## src/rtl/vga_pkg.sv

```systemverilog
// Shared definitions for the VGA pixel path.
// Contents: visible-area constants, the 11-bit position type, the packed
// 2-bit-per-channel colour type, the sprite palette and fixed colours.
package vga_pkg;

    localparam int unsigned H_ACTIVE = 640;
    localparam int unsigned V_ACTIVE = 480;

    // Position width is one bit wider than hpos/vpos so pos+step never wraps.
    typedef logic [10:0] pos_t;

    typedef struct packed {
        logic [1:0] r;
        logic [1:0] g;
        logic [1:0] b;
    } rgb_t;

    typedef enum logic {
        DIR_POS = 1'b0,
        DIR_NEG = 1'b1
    } dir_t;

    localparam rgb_t RGB_BLACK = 6'b00_00_00;
    localparam rgb_t RGB_WHITE = 6'b11_11_11;
    localparam rgb_t RGB_GRID  = 6'b01_01_01;

    // Element [3] is the left-most literal: 3=yellow, 2=blue, 1=green, 0=red.
    localparam rgb_t [3:0] PALETTE = {6'b11_11_00, 6'b00_00_11, 6'b00_11_00, 6'b11_00_00};

endpackage

```

## src/rtl/sprite_renderer_motion.sv

```systemverilog
// sprite_motion: one axis of the bouncing sprite.
// Ports: clk, rst_n (async active-low), clk_en (pixel strobe), update (apply
// one step this tick), step (1..4 pixels), limit (largest legal position),
// pos (current position), dir (0 = increasing, 1 = decreasing),
// hit (combinational strobe: this update reaches a wall).
module sprite_motion
    import vga_pkg::*;
(
    input  logic       clk,
    input  logic       rst_n,
    input  logic       clk_en,
    input  logic       update,
    input  logic [2:0] step,
    input  pos_t       limit,
    output pos_t       pos,
    output logic       dir,
    output logic       hit
);

    pos_t pos_r;
    dir_t dir_r;
    pos_t next_pos_s;
    dir_t next_dir_s;
    logic hit_s;
    pos_t step_ext_s;

    assign step_ext_s = {8'b0000_0000, step};

    // Next position/direction with clamping onto the wall and reversal.
    always_comb begin
        next_pos_s = pos_r;
        next_dir_s = dir_r;
        hit_s      = 1'b0;
        case (dir_r)
            DIR_POS: begin
                if ((pos_r + step_ext_s) >= limit) begin
                    next_pos_s = limit;
                    next_dir_s = DIR_NEG;
                    hit_s      = 1'b1;
                end else begin
                    next_pos_s = pos_r + step_ext_s;
                end
            end
            DIR_NEG: begin
                if (pos_r <= step_ext_s) begin
                    next_pos_s = 11'd0;
                    next_dir_s = DIR_POS;
                    hit_s      = 1'b1;
                end else begin
                    next_pos_s = pos_r - step_ext_s;
                end
            end
            default: begin
                next_pos_s = 11'd0;
                next_dir_s = DIR_POS;
                hit_s      = 1'b0;
            end
        endcase
    end

    // Position/direction register, advanced once per frame.
    always_ff @(posedge clk or negedge rst_n) begin
        if (!rst_n) begin
            pos_r <= 11'd0;
            dir_r <= DIR_POS;
        end else if (clk_en && update) begin
            pos_r <= next_pos_s;
            dir_r <= next_dir_s;
        end
    end

    assign pos = pos_r;
    assign dir = dir_r;
    assign hit = update & hit_s;

endmodule

```

## src/rtl/sprite_renderer.sv

```systemverilog
// sprite_renderer: pixel colour stage after the VGA timing generator.
// Draws a bouncing square sprite (white 1-px border, palette fill) over a
// grid background, with a 2-tick pipeline that also re-times the syncs.
// Inputs: clk, rst_n, clk_en, active, hsync, vsync, v_begin, hpos, vpos,
//         pause, speed. Outputs: r, g, b, hsync_o, vsync_o, bounces.
module sprite_renderer
    import vga_pkg::*;
#(
    parameter int unsigned SPRITE_SIZE = 32,
    parameter int unsigned GRID_LOG2   = 5
)
(
    input  logic       clk,
    input  logic       rst_n,
    input  logic       clk_en,
    input  logic       active,
    input  logic       hsync,
    input  logic       vsync,
    input  logic       v_begin,
    input  logic [9:0] hpos,
    input  logic [9:0] vpos,
    input  logic       pause,
    input  logic [1:0] speed,
    output logic [1:0] r,
    output logic [1:0] g,
    output logic [1:0] b,
    output logic       hsync_o,
    output logic       vsync_o,
    output logic [7:0] bounces
);

    localparam pos_t SIZE_P = pos_t'(SPRITE_SIZE);
    localparam pos_t XMAX_P = pos_t'(H_ACTIVE - SPRITE_SIZE);
    localparam pos_t YMAX_P = pos_t'(V_ACTIVE - SPRITE_SIZE);

    pos_t       x_s, y_s;
    logic       dx_s, dy_s, hit_x_s, hit_y_s;
    logic       dir_unused_s;
    logic       motion_upd_s;
    logic [2:0] step_s;
    pos_t       hpos_ext_s, vpos_ext_s;
    logic       in_sprite_s, on_border_s, on_grid_s;
    rgb_t       colour_s;

    logic       s1_active_r, s1_hsync_r, s1_vsync_r;
    logic       s1_in_sprite_r, s1_border_r, s1_grid_r;
    rgb_t       rgb_r;
    logic       hsync_o_r, vsync_o_r;
    logic [1:0] idx_r;
    logic [7:0] bounces_r;

    // speed is only consumed on the v_begin tick, so a mid-frame change waits a frame.
    assign motion_upd_s = clk_en & v_begin & ~pause;
    assign step_s       = {1'b0, speed} + 3'd1;
    assign dir_unused_s = dx_s ^ dy_s;

    sprite_motion u_motion_x (
        .clk    (clk),
        .rst_n  (rst_n),
        .clk_en (clk_en),
        .update (motion_upd_s),
        .step   (step_s),
        .limit  (XMAX_P),
        .pos    (x_s),
        .dir    (dx_s),
        .hit    (hit_x_s)
    );

    sprite_motion u_motion_y (
        .clk    (clk),
        .rst_n  (rst_n),
        .clk_en (clk_en),
        .update (motion_upd_s),
        .step   (step_s),
        .limit  (YMAX_P),
        .pos    (y_s),
        .dir    (dy_s),
        .hit    (hit_y_s)
    );

    assign hpos_ext_s  = {1'b0, hpos};
    assign vpos_ext_s  = {1'b0, vpos};
    assign in_sprite_s = (hpos_ext_s >= x_s) && (hpos_ext_s < (x_s + SIZE_P)) &&
                         (vpos_ext_s >= y_s) && (vpos_ext_s < (y_s + SIZE_P));
    assign on_border_s = in_sprite_s &&
                         ((hpos_ext_s == x_s) || (hpos_ext_s == (x_s + SIZE_P - 11'd1)) ||
                          (vpos_ext_s == y_s) || (vpos_ext_s == (y_s + SIZE_P - 11'd1)));
    assign on_grid_s   = (hpos[GRID_LOG2-1:0] == '0) || (vpos[GRID_LOG2-1:0] == '0);

    // Stage 1: geometric classification of the pixel plus sync/active delay.
    always_ff @(posedge clk or negedge rst_n) begin
        if (!rst_n) begin
            s1_active_r    <= 1'b0;
            s1_hsync_r     <= 1'b1;
            s1_vsync_r     <= 1'b1;
            s1_in_sprite_r <= 1'b0;
            s1_border_r    <= 1'b0;
            s1_grid_r      <= 1'b0;
        end else if (clk_en) begin
            s1_active_r    <= active;
            s1_hsync_r     <= hsync;
            s1_vsync_r     <= vsync;
            s1_in_sprite_r <= in_sprite_s;
            s1_border_r    <= on_border_s;
            s1_grid_r      <= on_grid_s;
        end
    end

    // Colour priority: blanking, border, sprite fill, grid, background.
    always_comb begin
        colour_s = RGB_BLACK;
        if (!s1_active_r) begin
            colour_s = RGB_BLACK;
        end else if (s1_border_r) begin
            colour_s = RGB_WHITE;
        end else if (s1_in_sprite_r) begin
            colour_s = PALETTE[idx_r];
        end else if (s1_grid_r) begin
            colour_s = RGB_GRID;
        end else begin
            colour_s = RGB_BLACK;
        end
    end

    // Stage 2: registered colour and syncs toward the pins.
    always_ff @(posedge clk or negedge rst_n) begin
        if (!rst_n) begin
            rgb_r     <= RGB_BLACK;
            hsync_o_r <= 1'b1;
            vsync_o_r <= 1'b1;
        end else if (clk_en) begin
            rgb_r     <= colour_s;
            hsync_o_r <= s1_hsync_r;
            vsync_o_r <= s1_vsync_r;
        end
    end

    // Palette index and wall-hit counter; a corner hit counts once.
    always_ff @(posedge clk or negedge rst_n) begin
        if (!rst_n) begin
            idx_r     <= 2'd0;
            bounces_r <= 8'd0;
        end else if (motion_upd_s && (hit_x_s || hit_y_s)) begin
            idx_r     <= idx_r + 2'd1;
            bounces_r <= bounces_r + 8'd1;
        end else begin
            idx_r     <= idx_r;
            bounces_r <= bounces_r;
        end
    end

    assign r       = rgb_r.r;
    assign g       = rgb_r.g;
    assign b       = rgb_r.b;
    assign hsync_o = hsync_o_r;
    assign vsync_o = vsync_o_r;
    assign bounces = bounces_r;

endmodule

```

## config.mk

```make
export PLATFORM = sky130hd
export DESIGN_NAME = sprite_renderer
export DESIGN_NICKNAME = d
export VERILOG_FILES = /design/src/rtl/vga_pkg.sv /design/src/rtl/sprite_renderer_motion.sv /design/src/rtl/sprite_renderer.sv
export SDC_FILE = /design/constraint.sdc
export NUM_CORES = 1
export LEC_CHECK = 0
export ABC_AREA = 1
export BUFFER_PORTS_ARGS = -buffer_cell sky130_fd_sc_hd__buf_2
export CORE_ASPECT_RATIO = 1.1
export CORE_MARGIN = 2
export CORE_UTILIZATION = 35
export CTS_BUF_LIST = sky130_fd_sc_hd__clkbuf_8 sky130_fd_sc_hd__clkbuf_16
export CTS_CLUSTER_SIZE = 16
export DETAILED_ROUTE_END_ITERATION = 6
export GPL_TIMING_DRIVEN = 0
export HOLD_SLACK_MARGIN = 0.1
export PLACE_DENSITY = 0.54
export SYNTH_ARGS = -nofsm -noshare
export SYNTH_HDL_FRONTEND = slang
export SYNTH_SLANG_ARGS = --single-unit
export TNS_END_PERCENT = 5
```

## constraint.sdc

```tcl
create_clock -name clk -period 3.85 [get_ports clk]
set_input_delay 0.385 -clock clk [delete_from_list [all_inputs] [get_ports clk]]
set_output_delay 0.385 -clock clk [all_outputs]
set_load 0.02 [all_outputs]
```

==> results of run 1 <==
==> metal layers <==
layer / GRT usage [%] / routed length (um) / vias up
met4: 5.24 / 297 / 0
met3: 1.35 / 426 / 18
met1: 25.4 / 7120 / 2419
met2: 33.7 / 7430 / 92
met5: 0 / 0 / -
li1: - / - / 2812
==> synth_stat cells, types with 5 or more instances <==
library cell and number:
nand3b_1 7, a31oi_1 6, nor2_2 7, buf_4 8, inv_1 93, nor2_1 100, dfrtp_1 44, xnor2_1 8
clkbuf_1 6, o21ai_0 23, inv_2 10, nor4_1 6, nor3_1 6, ha_1 52, nand2_2 7, buf_6 5
nand3_1 80, xor2_1 20, nand3_2 6, nand4_1 20, a21oi_1 30, nand2_1 256, a22oi_1 7
==> report_power, final <==
part,switching (mW),leakage [nW],internal [mW],total [mW]
clock network,0.197,0.0783,0.258,0.455
registers,0.147,0.584,0.646,0.793
logic,1.93,2.62,1.02,2.96
total,2.28,3.28,1.93,4.20
==> per-stage QoR <==
step | cell area, sq um | hold WS, ns
after global routing | 6050 | 0.286
after CTS | 6050 | 0.286
after detailed placement | 5900 | 0.451
after floorplan | 5430 | 0.0894
after global placement | 5900 | 0.452
final | 6050 | 0.293
==> tightest hold or removal path, cell delays in order <==
cell,delay [ns]
buf_2,0.09
nand2_1,0.05
nand2_1,0.05
==> registers in the layout (all words and copies together) (netlist names), 2 cells and up <==
name            cells
r                   2
g                   2
bounces             8
u_motion_y.pos     11
idx_r               2
u_motion_x.pos     11
b                   2
==> cell type report <==
type | instances | area (sq um) | area share [%]
clock buffers | 6 | 139 | 2.30
clock inverters | 2 | 12.5 | 0.207
inverters | 105 | 397 | 6.56
flip-flops and latches | 48 | 1210 | 19.9
well taps | 196 | 245 | 4.06
plain buffers | 22 | 154 | 2.55
multi-input cells | 665 | 3670 | 60.7
repair buffers | 45 | 225 | 3.72
==> cell families (layout without fill, tap and decap cells) <==
family / after synthesis / after routing
buffers and inverters: 127 / 180
AOI/OAI and AO/OA: 75 / 75
DFF: 48 / 48
and+or+nand+nor: 506 / 506
adders and majority gates: 56 / 56
xor gates and xnor gates: 28 / 28
==> placed cells by master (no fill, tap or decap), drive strengths merged, types with 2 or more instances in the layout <==
cell    instances
nand2         265
nor2          109
inv           105
nand3          87
buf            61
ha             52
dfrtp          44
a21oi          32
o21ai          24
nand4          20
xor2           20
clkbuf         12
xnor2           8
nor3            8
nand3b          7
a22oi           7
a31oi           6
nor4            6
fa              4
dfstp           4
a21o            2
or2             2
clkinv          2
==> worst max-delay path by stage <==
stage,from,to
finish,speed[0],u_motion_x.pos[7]
detailed placement,speed[0],bounces[5]
global route,speed[0],u_motion_x.pos[7]
global placement,speed[0],bounces[3]
floorplan,speed[0],bounces[3]
CTS,speed[0],bounces[5]
==> results.md, run 1 <==
- Crit path buffers/inverters: 3
- CORE AREA: approximately 0.015 sq mm
- DP Cell Count: ~1100
- Final non-filler cell total: 1089
- Post-route DRC: 0
- Leakage Power: 3.28 nW
- CTS tree: yes
- CP Max Fanout: 7
- Clock latency on the worst-skew pair: 0.29 ns
- WP data required: ~4.0 ns
- Crit path DAT: 2.94 ns
- Outcome: finished clean
- Mapped Nets: 926
- Post-Synth Simple-Gate Area: 41.6%
- Via density per instance: approximately 5
- Worst setup EP type: flip-flop
- Critical path depth: 15
- GRT Util Overall: 19.3%
- Power Dens Cells: 695 mW/mm^2
- Die width: 123 um
- Routed via count: 5341
- Filler cells: 1643
- Rel. slew slack: 20.4%
- Worst Hold Path Cells: 3
- Yosys synthesis warning count: 0
- RSZ-0062 raised after global routing: no
- Hold_sp: hsync
- Critical path cell sequence: buf_2 > ha_1 > inv_1 > fa_1 > o21ai_4 > nand3_1 > nand2_1 > nand2_1 > nor2_2 > nand3_2 > nand2_2 > nand2_4 > inv_2 > nand2_1 > a22oi_1
- Least-Margin Pin Slew: 1.19 ns
- Largest family of logic cells by synthesized area: simple AND/OR/NAND/NOR gates
- Die area: 0.0165 sq mm
- Clock skew after layout: 0.00698 ns
- # rows: 47
- Max Slew Vio Count: 0
- Largest net degree at the start of global routing: 49
- Ys async rst share: 100%
- Synth top area share: 20.3%
- DR iter-0 viols: 281
- Main area contributors after synthesis: dfrtp_1 20%, nand2_1 18%, ha_1 12%, nand3_1 7.4%, nor2_1 6.9%
- Layout cells sized above 1: 12.9%
- Min cycle time layout: 2.75 ns
- Max H-tree Level: 2
- Worst reg2reg path endpoint: u_motion_x.pos[7]
- Post-layout util: between 40% and 50%
- Grt ovf: 0
- Clk sinks: 48
- Largest area contributor in the netlist: dfrtp_1
- Post-synthesis adder-cell area fraction: a little over an eighth
- Synth Instances: 840
- Ys flop type: dfrtp_1
- Worst hold path type: input port to flip-flop
- Sequential share of the synthesized area: about 22%
- Fin crit share: around 71%
- Cts hold-fix bufs: 0
- Reg2reg setup slack: 1.25 ns
- Maximum clock frequency: around 0.36 GHz
- Routed len/inst: 14.0 um
- Layout Nets: 978
- Crit start category: input port
- Io pins: between 40 and 50
- Initial cell density of the core: a little over a third
- CP Class: input port to flip-flop
- Root Buffer: clkbuf_16
- Max_cap viols: 0
- Synth Area per Inst: 6.46 sq um
- Layout area overhead: 11.5%
- Pre-CTS setup slack: 0.775 ns
- Global-route wire length before repair: 25.4 mm
- Most common cell on crit path: nand2_1
- Vias in the first global route: approximately 5100
- Worst R2R Path Depth: 14
- FF-to-FF Start: u_motion_x.pos[0]
- Post-synth EDFFs: 0
- Die height: 135 um
- Post-route ant nets: 0
- Setup TNS: 0 ns
- Area of the mapped netlist: around 0.0054 sq mm
- DRT Pass-1 Iters: 5
- Final hold violation count: 0
- # resized after CTS: 0
- Initial antenna violation count: 0
- CTS max path bufs: 2
- Drt total wl: about 15 mm
- Antenna diode count: 0
- PnR Total Power: 4.20 mW
- DPL Wire Length: 12.3 mm
- Hold Path End: s1_hsync_r
- Highest-delay cell along the critical path: fa_1
- Yosys cell types: 43
- Post-CTS Setup Repair Bufs: 0
- Synth Area in XOR/XNOR: 4.52%
- Worst path max stage delay: 0.49 ns
- Maximum vdd drop: 0.000256 V
- Total CTS buffers: 5
- GPL Wtd Cong: between 0.8 and 0.9
- Compound-gate portion of the synthesized area: 8.00%
- Post-synthesis mux area share: 0%
- Clock transition at the registers of the reported paths: about 0.06 ns
- FF+latch count, synth: 48
- Port buffer count: 45
- Final worst slack: 1.10 ns
- CP delay by family, top: adder cells
- Setup-failing EPs final: 0
Note: power is estimated with default switching activity, not from simulation.
==> run 2, diff against run 1 <==
- ABC_AREA: 1 -> 0
- PLACE_DENSITY: 0.54 -> 0.55
- clock period: 3.85 -> 2.85 ns (I/O delays scaled with it)
==> run 2 against run 1 <==
Effect of this change: the run now ends with setup timing left; design area decreased by 4.6%; first-iteration DRC count decreased by 26%; highest routed layer unchanged; register-to-register slack got worse by 1.4 ns; synthesized area decreased by 8.6%; die area decreased by 8.3%; via count decreased by 14%; critical path type is now flip-flop to flip-flop; critical path depth decreased by 6; largest power group unchanged.
==> results.md, run 2 <==
- Sequential share of the synthesized area: 24.3% (+2.1 points)
- Mapped Nets: 670 (-28%)
- Die width: 117 um (-4.3%)
- CTS max path bufs: 2 (unchanged)
- GPL Wtd Cong: 0.896 (+2.7%)
- CORE AREA: 0.0139 sq mm (-8.4%)
- Most Crowded Layer GR: met2
- Layout cells sized above 1: 20.3% (+7.5 points)
- Drt total wl: 14.2 mm (-6.9%)
- Port buffer count: 45 (unchanged)
- Clock transition at the registers of the reported paths: 0.07 ns (about the same)
- DPL Wire Length: 11.1 mm (-9.5%)
- Ys flop type: dfrtp_1
- Outcome: finished with violations
- Met1 Usage GRT: 22.9% (-2.5 points)
- Global-route wire length before repair: 23.0 mm (-9.2%)
- GRT Util Overall: 18.7% (-0.58 points)
- Setup-failing EPs final: 12 (+12)
- Crit start category: flip-flop
- Area of the mapped netlist: 0.00496 sq mm (-8.6%)
- Routed len/inst: 17.1 um (+22%)
- Die height: 129 um (-4.3%)
- Synth top area share: 22.2% (+1.9 points)
- Via density per instance: 5.53 (+13%)
- Post-route ant nets: 0 (unchanged)
- Most numerous cell in the Yosys netlist: inv_1
- Worst hold slack: 0.212 ns (-0.0814 ns)
- Yosys cell types: 80 (+86%)
- Post-route DRC: 0 (unchanged)
- Max_cap viols: 0 (unchanged)
- RSZ-0062 raised after global routing: yes
- Layout area overhead: 16.3%
- DRT Pass-1 Iters: 4 (-1)
- CP delay by family, top: simple AND/OR/NAND/NOR gates
- PnR Total Power: 5.97 mW (+42%)
- CP Max Fanout: 5 (-2)
- Power Dens Cells: 1040 mW/mm^2 (+49%)
- Final worst slack: -0.111 ns (-1.21 ns)
- Rel. slew slack: 24.9% (+4.5 points)
- Main area contributors after synthesis: dfrtp_1 22%, ha_1 13%, xnor2_1 7.4%, inv_1 4.1%, o21ai_0 4.0%
- WP data required: 3.03 ns (-1.01 ns)
- Fin crit share: 104%
- Layout Nets: 729 (-25%)
- Largest net degree at the start of global routing: 49 (unchanged)
- Worst path max stage delay: 0.45 ns (-0.04 ns)
- Highest-delay cell along the critical path: or4_4
- Synth Instances: 584 (-30%)
- DR iter-0 viols: 208 (-26%)
- Initial antenna violation count: 0 (unchanged)
- Max H-tree Level: 2 (unchanged)
- Largest area contributor in the netlist: dfrtp_1
- Io pins: 46 (unchanged)
- Die area: 0.0151 sq mm (-8.3%)
- Initial cell density of the core: 35.8% (-0.098 points)
- # rows: 45 (-4.3%)
- Critical path cell sequence: inv_2 > fa_2 > o21ba_4 > or3_4 > mux2i_2 > or4_4 > a32o_4 > nand2_4 > mux2_4
- Maximum vdd drop: 0.000340 V (+32%)
- Clock latency on the worst-skew pair: 0.29 ns (about the same)
- Cts hold-fix bufs: 0 (unchanged)
- Final hold violation count: 0 (unchanged)
- Min cycle time layout: 2.96 ns
- Grt ovf: 0 (unchanged)
- Post-synth EDFFs: 0 (unchanged)
- Maximum clock frequency: between 0.3 and 0.4 GHz
- Setup TNS: -0.809 ns (-0.809 ns)
- Crit path DAT: 3.14 ns (+0.20 ns)
- Least-Margin Pin Slew: 1.13 ns (-0.0673 ns)
- Ys async rst share: 100% (unchanged)
- Total CTS buffers: 5 (unchanged)
- Most frequent cells in the layout: 52 x inv_1, 52 x buf_2, 50 x ha_1, 42 x dfrtp_1, 40 x o21ai_0
- Crit path buffers/inverters: 1 (-2)
- Worst setup EP type: flip-flop
- Root Buffer: clkbuf_16
- Antenna diode count: 0 (unchanged)
- Worst hold path type: input port to async pin
- Pre-CTS setup slack: -0.467 ns (-1.24 ns)
- Vias in the first global route: 4579 (-9.4%)
- Routing usage on met2: 35.1% (+1.4 points)
- Clk sinks: 48 (unchanged)
- Synth Area per Inst: 8.49 sq um (+31%)
- Post-layout util: 41.6% (+1.6 points)
- Max Slew Vio Count: 0 (unchanged)
- Reg2reg setup slack: -0.11 ns (-1.36 ns)
- Clock skew after layout: 0.00880 ns (+0.00182 ns)
- Global Route met3 Usage: 1.99% (+0.64 points)
- CTS tree: yes
- Commonest cells post-synth: 54 x inv_1, 52 x ha_1, 44 x dfrtp_1, 42 x xnor2_1, 40 x o21ai_0
- Failing checks: setup timing
- Leakage Power: 2.43 nW (-26%)
- CP Class: flip-flop to flip-flop
- FF+latch count, synth: 48 (unchanged)
- Routed via count: 4605 (-14%)
- Yosys synthesis warning count: 0 (unchanged)
## run 2: changes by cell type after synthesis, moves of 9 or more
cell,change
nand2_1,-222
nor2_1,-74
nand3_1,-63
inv_1,-39
xnor2_1,+34
o21ai_0,+17
xor2_1,-12
o211ai_1,+10
and2_1,+9
inv_2,-9
nor3_1,+9
## run 2: logic make-up after synthesis
kind of cell | synth area share [%]
compound gates | 23.5
fa+ha+maj | 14.9
simple gates | 19.1
xor+xnor | 8.83
buf+inv | 7.07
flops | 24.3
mux | 2.27
## run 2: worst paths after layout
kind | endpoint | start | cells after the start
setup / recovery | bounces[1] | u_motion_x.pos[1] | 9
hold / removal | u_motion_y.pos[5] | rst_n | 1
setup reg to reg | bounces[1] | u_motion_x.pos[1] | 9
hold reg to reg | idx_r[0] | idx_r[0] | 1
max in group asynchronous | u_motion_x.pos[1] | rst_n | 1
min in group clk | s1_hsync_r | hsync | 2
## run 2: per-stage QoR
step,instance area [sq um],instances
floorplan,4980,584
global placement,5440,817
detailed placement,5440,817
CTS,5670,831
global route,5770,832
finish,5770,832
## run 2: where the power goes
part	switching [mW]	total, mW	internal [mW]
sequential	0.242	1.15	0.912
clock	0.261	0.580	0.318
combinational	2.55	4.24	1.69
## run 2: final cells by class
| class | count | area [sq um] |
|---|---|---|
| Clock inverter | 3 | 12.5 |
| Inverter | 55 | 206 |
| Timing Repair Buffer | 52 | 278 |
| Multi-Input combinational cell | 452 | 3550 |
| Sequential cell | 48 | 1210 |
| Clock buffer | 5 | 125 |
| Fill cell | 1444 | 8080 |
| Tap cell | 188 | 235 |
| Buffer | 29 | 153 |
## run 2: layer usage
layer	part of all wire, %	routed length [um]	vias to the layer above
met5	0	0	-
met4	1.9	264	0
met3	3.1	443	18
met2	52	7340	92
met1	43	6170	2240
li1	-	-	2255
## run 2: what timing repair did
| item | 4_1_cts | 5_1_grt |
|---|---|---|
| setup buffers | 6 | 1 |
| resized for setup | 9 | 18 |
| setup endpoints to repair | 23 | 32 |
| pin swaps | 5 | 3 |
==> run 3, diff against run 2 <==
- SETUP_SLACK_MARGIN: default -> 0.15
==> run 3 against run 2 <==
Effect of this change: the run still ends with setup timing left; sequential share of layout area is 0.20 points lower; register-to-register slack hardly changed; setup slack worse by 0.0082 ns; utilization is 0.53 points higher; cell count stayed put; design area is 1.3% higher; critical endpoint unchanged; combinational power is 3% higher; clock power is 1% higher; wire length is 0.91% higher.
==> results.md, run 3 (same netlist as run 2, synthesis figures left out) <==
- Power Dens Cells: 1040 mW/mm^2 (+0.83%)
- Power Internal: 2.98 mW (+2.0%)
- Pre-CTS setup slack: -0.467 ns (unchanged)
- Drt total wl: 14.3 mm (+0.91%)
- Initial antenna violation count: 0 (unchanged)
- Global Route met3 Usage: 2.17% (+0.18 points)
- Multi-input logic area: 0.00361 sq mm (+1.7%)
- Placed cell area: 0.00544 sq mm (unchanged)
- Die width: 117 um (unchanged)
- Root Buffer: clkbuf_16
- CTS tree: yes
- Rel. slew slack: 24.9% (about the same)
- Leakage Power: 2.44 nW (+0.39%)
- Routed via count: 4602 (-0.065%)
- DR iter-0 viols: 207 (-0.48%)
- Largest net degree at the start of global routing: 49 (unchanged)
- Cts hold-fix bufs: 0 (unchanged)
- Worst setup EP type: flip-flop
- Routed len/inst: 17.2 um (+0.91%)
- Max H-tree Level: 2 (unchanged)
- Most Crowded Layer GR: met2
- Final Cell Area: 0.00584 sq mm (+1.3%)
- Setup-failing EPs final: 9 (-3)
- Antenna diode count: 0 (unchanged)
- Failing checks: setup timing
- Maximum vdd drop: 0.000346 V (+1.8%)
- DRT Pass-1 Iters: 4 (unchanged)
- Comb power frac: 71.3% (+0.3 points)
- Clk pwr share: 9.6% (about the same)
- Clock transition at the registers of the reported paths: 0.07 ns (about the same)
- Most common cell after layout, fill and taps aside: buf_2
- Max_cap viols: 0 (unchanged)
- Vias in the first global route: 4596 (+0.37%)
- GRT Util Overall: 18.8% (+0.095 points)
- WP data required: 3.03 ns (about the same)
- Met1 Usage GRT: 22.8% (-0.14 points)
- # rows: 45 (unchanged)
- Grt ovf: 0 (unchanged)
- Die area: 0.0151 sq mm (unchanged)
- Via density per instance: 5.53 (about the same)
- Filler cells: 1431 (-0.90%)
- Port buffer count: 45 (unchanged)
- CP Class: flip-flop to flip-flop
- Max Slew Vio Count: 0 (unchanged)
- Routing usage on met2: 35.2% (+0.14 points)
- RSZ-0062 raised after global routing: yes
- Register area: 0.00121 sq mm (+0.31%)
- PnR Total Power: 6.10 mW (+2.1%)
- Final hold violation count: 0 (unchanged)
- Io pins: 46 (unchanged)
- Maximum clock frequency: 0.337 GHz (-0.28%)
- Post-route ant nets: 0 (unchanged)
- Clk sinks: 48 (unchanged)
- Sequential share of power: 19.1% (-0.2 points)
- Worst hold path type: input port to async pin
- Initial cell density of the core: 35.8% (unchanged)
- Outcome: finished with violations
- Total CTS buffers: 5 (unchanged)
- Layout Nets: 729 (unchanged)
- Post-route DRC: 0 (unchanged)
- GPL Wtd Cong: 0.896 (unchanged)
- CP Max Fanout: 5 (unchanged)
- Final worst slack: -0.119 ns (-0.00821 ns)
- DPL Wire Length: 11.1 mm (unchanged)
- Clock latency on the worst-skew pair: 0.29 ns (about the same)
- Clock skew after layout: 0.0135 ns (+0.00469 ns)
- Least-Margin Pin Slew: 1.13 ns (+0.000291 ns)
- CORE AREA: 0.0139 sq mm (unchanged)
- Sw Pwr: 3.13 mW (+2.2%)
- Crit path DAT: 3.15 ns (about the same)
- CTS max path bufs: 2 (unchanged)
- Crit start category: flip-flop
- Fin crit share: 104% (+0.29 points)
- Die height: 129 um (unchanged)
- Layout area overhead: 17.8%
- Most frequent cells in the layout: 52 x buf_2, 51 x inv_1, 48 x ha_1, 40 x o21ai_0
- Min cycle time layout: 2.97 ns (+0.00821 ns)
- Global-route wire length before repair: 23.2 mm (+0.63%)
- Switching Share: 51.2% (+0.052 points)
- Layout cells sized above 1: 22.2% (+1.9 points)
[run 3: area by class of cell]
cell class / count / share of cell area (%)
plain buffers: 29 / 2.76
clock buffers: 5 / 2.14
clock inverters: 3 / 0.214
inverters: 55 / 3.53
multi-input cells: 452 / 61.8
flip-flops and latches: 48 / 20.8
well taps: 188 / 4.03
repair buffers: 52 / 4.76
[run 3: path summary, 6_finish.rpt]
path	endpoint	slack, ns	from	cells after the start
max reg2reg	bounces[1]	-0.12	u_motion_x.pos[1]	9
min in group clk	s1_active_r	0.23	active	2
max in group asynchronous	u_motion_x.pos[3]	1.87	rst_n	1
min reg2reg	idx_r[0]	0.47	idx_r[0]	1
max	bounces[1]	-0.12	u_motion_x.pos[1]	9
min	u_motion_y.pos[5]	0.21	rst_n	1
[run 3: power groups by stage]
| stage | combinational, mW | clock, mW | sequential (mW) |
|---|---|---|---|
| after global placement | 3.89 | 0 | 1.16 |
| after detailed placement | 3.94 | 0 | 1.16 |
| after CTS | 4.15 | 0.601 | 1.16 |
| after floorplan | 2.97 | 0 | 1.15 |
| after global routing | 4.78 | 0.629 | 1.20 |
| final | 4.35 | 0.587 | 1.17 |
[run 3: what timing repair did]
item | CTS | global route
pin swaps | 9 | 5
resized for setup | 21 | 23
endpoints found under the setup margin | 32 | 33
setup buffers | 6 | 1
[run 3: critical path, cell delays in order, from the launching register on]
cell and delay, ns:
dfrtp_2 0.41, inv_2 0.10, fa_2 0.43, o21ba_4 0.23, or3_4 0.36, mux2i_2 0.18, or4_4 0.44, a32o_4 0.32
nand2_4 0.08, mux2_4 0.29
[run 3: routing by layer]
metal  part of all wire (%)  wire length [um]  vias up
li1                       -                 -     2254
met2                     51              7360      100
met4                    2.5               357        0
met1                     43              6200     2225
met5                      0                 0        -
met3                    3.0               428       23
[run 3: stage by stage]
step	hold slack [ns]	TNS, ns	util (%)	cells
2_1_floorplan	-0.0106	-0.142	-	584
3_3_place_gp	0.457	-5.17	39.3	817
3_5_place_dp	0.468	-5.62	39.3	817
4_1_cts	0.232	-0.702	41.4	831
5_1_grt	0.228	-2.03	42.2	832
6_report	0.208	-0.765	42.2	832
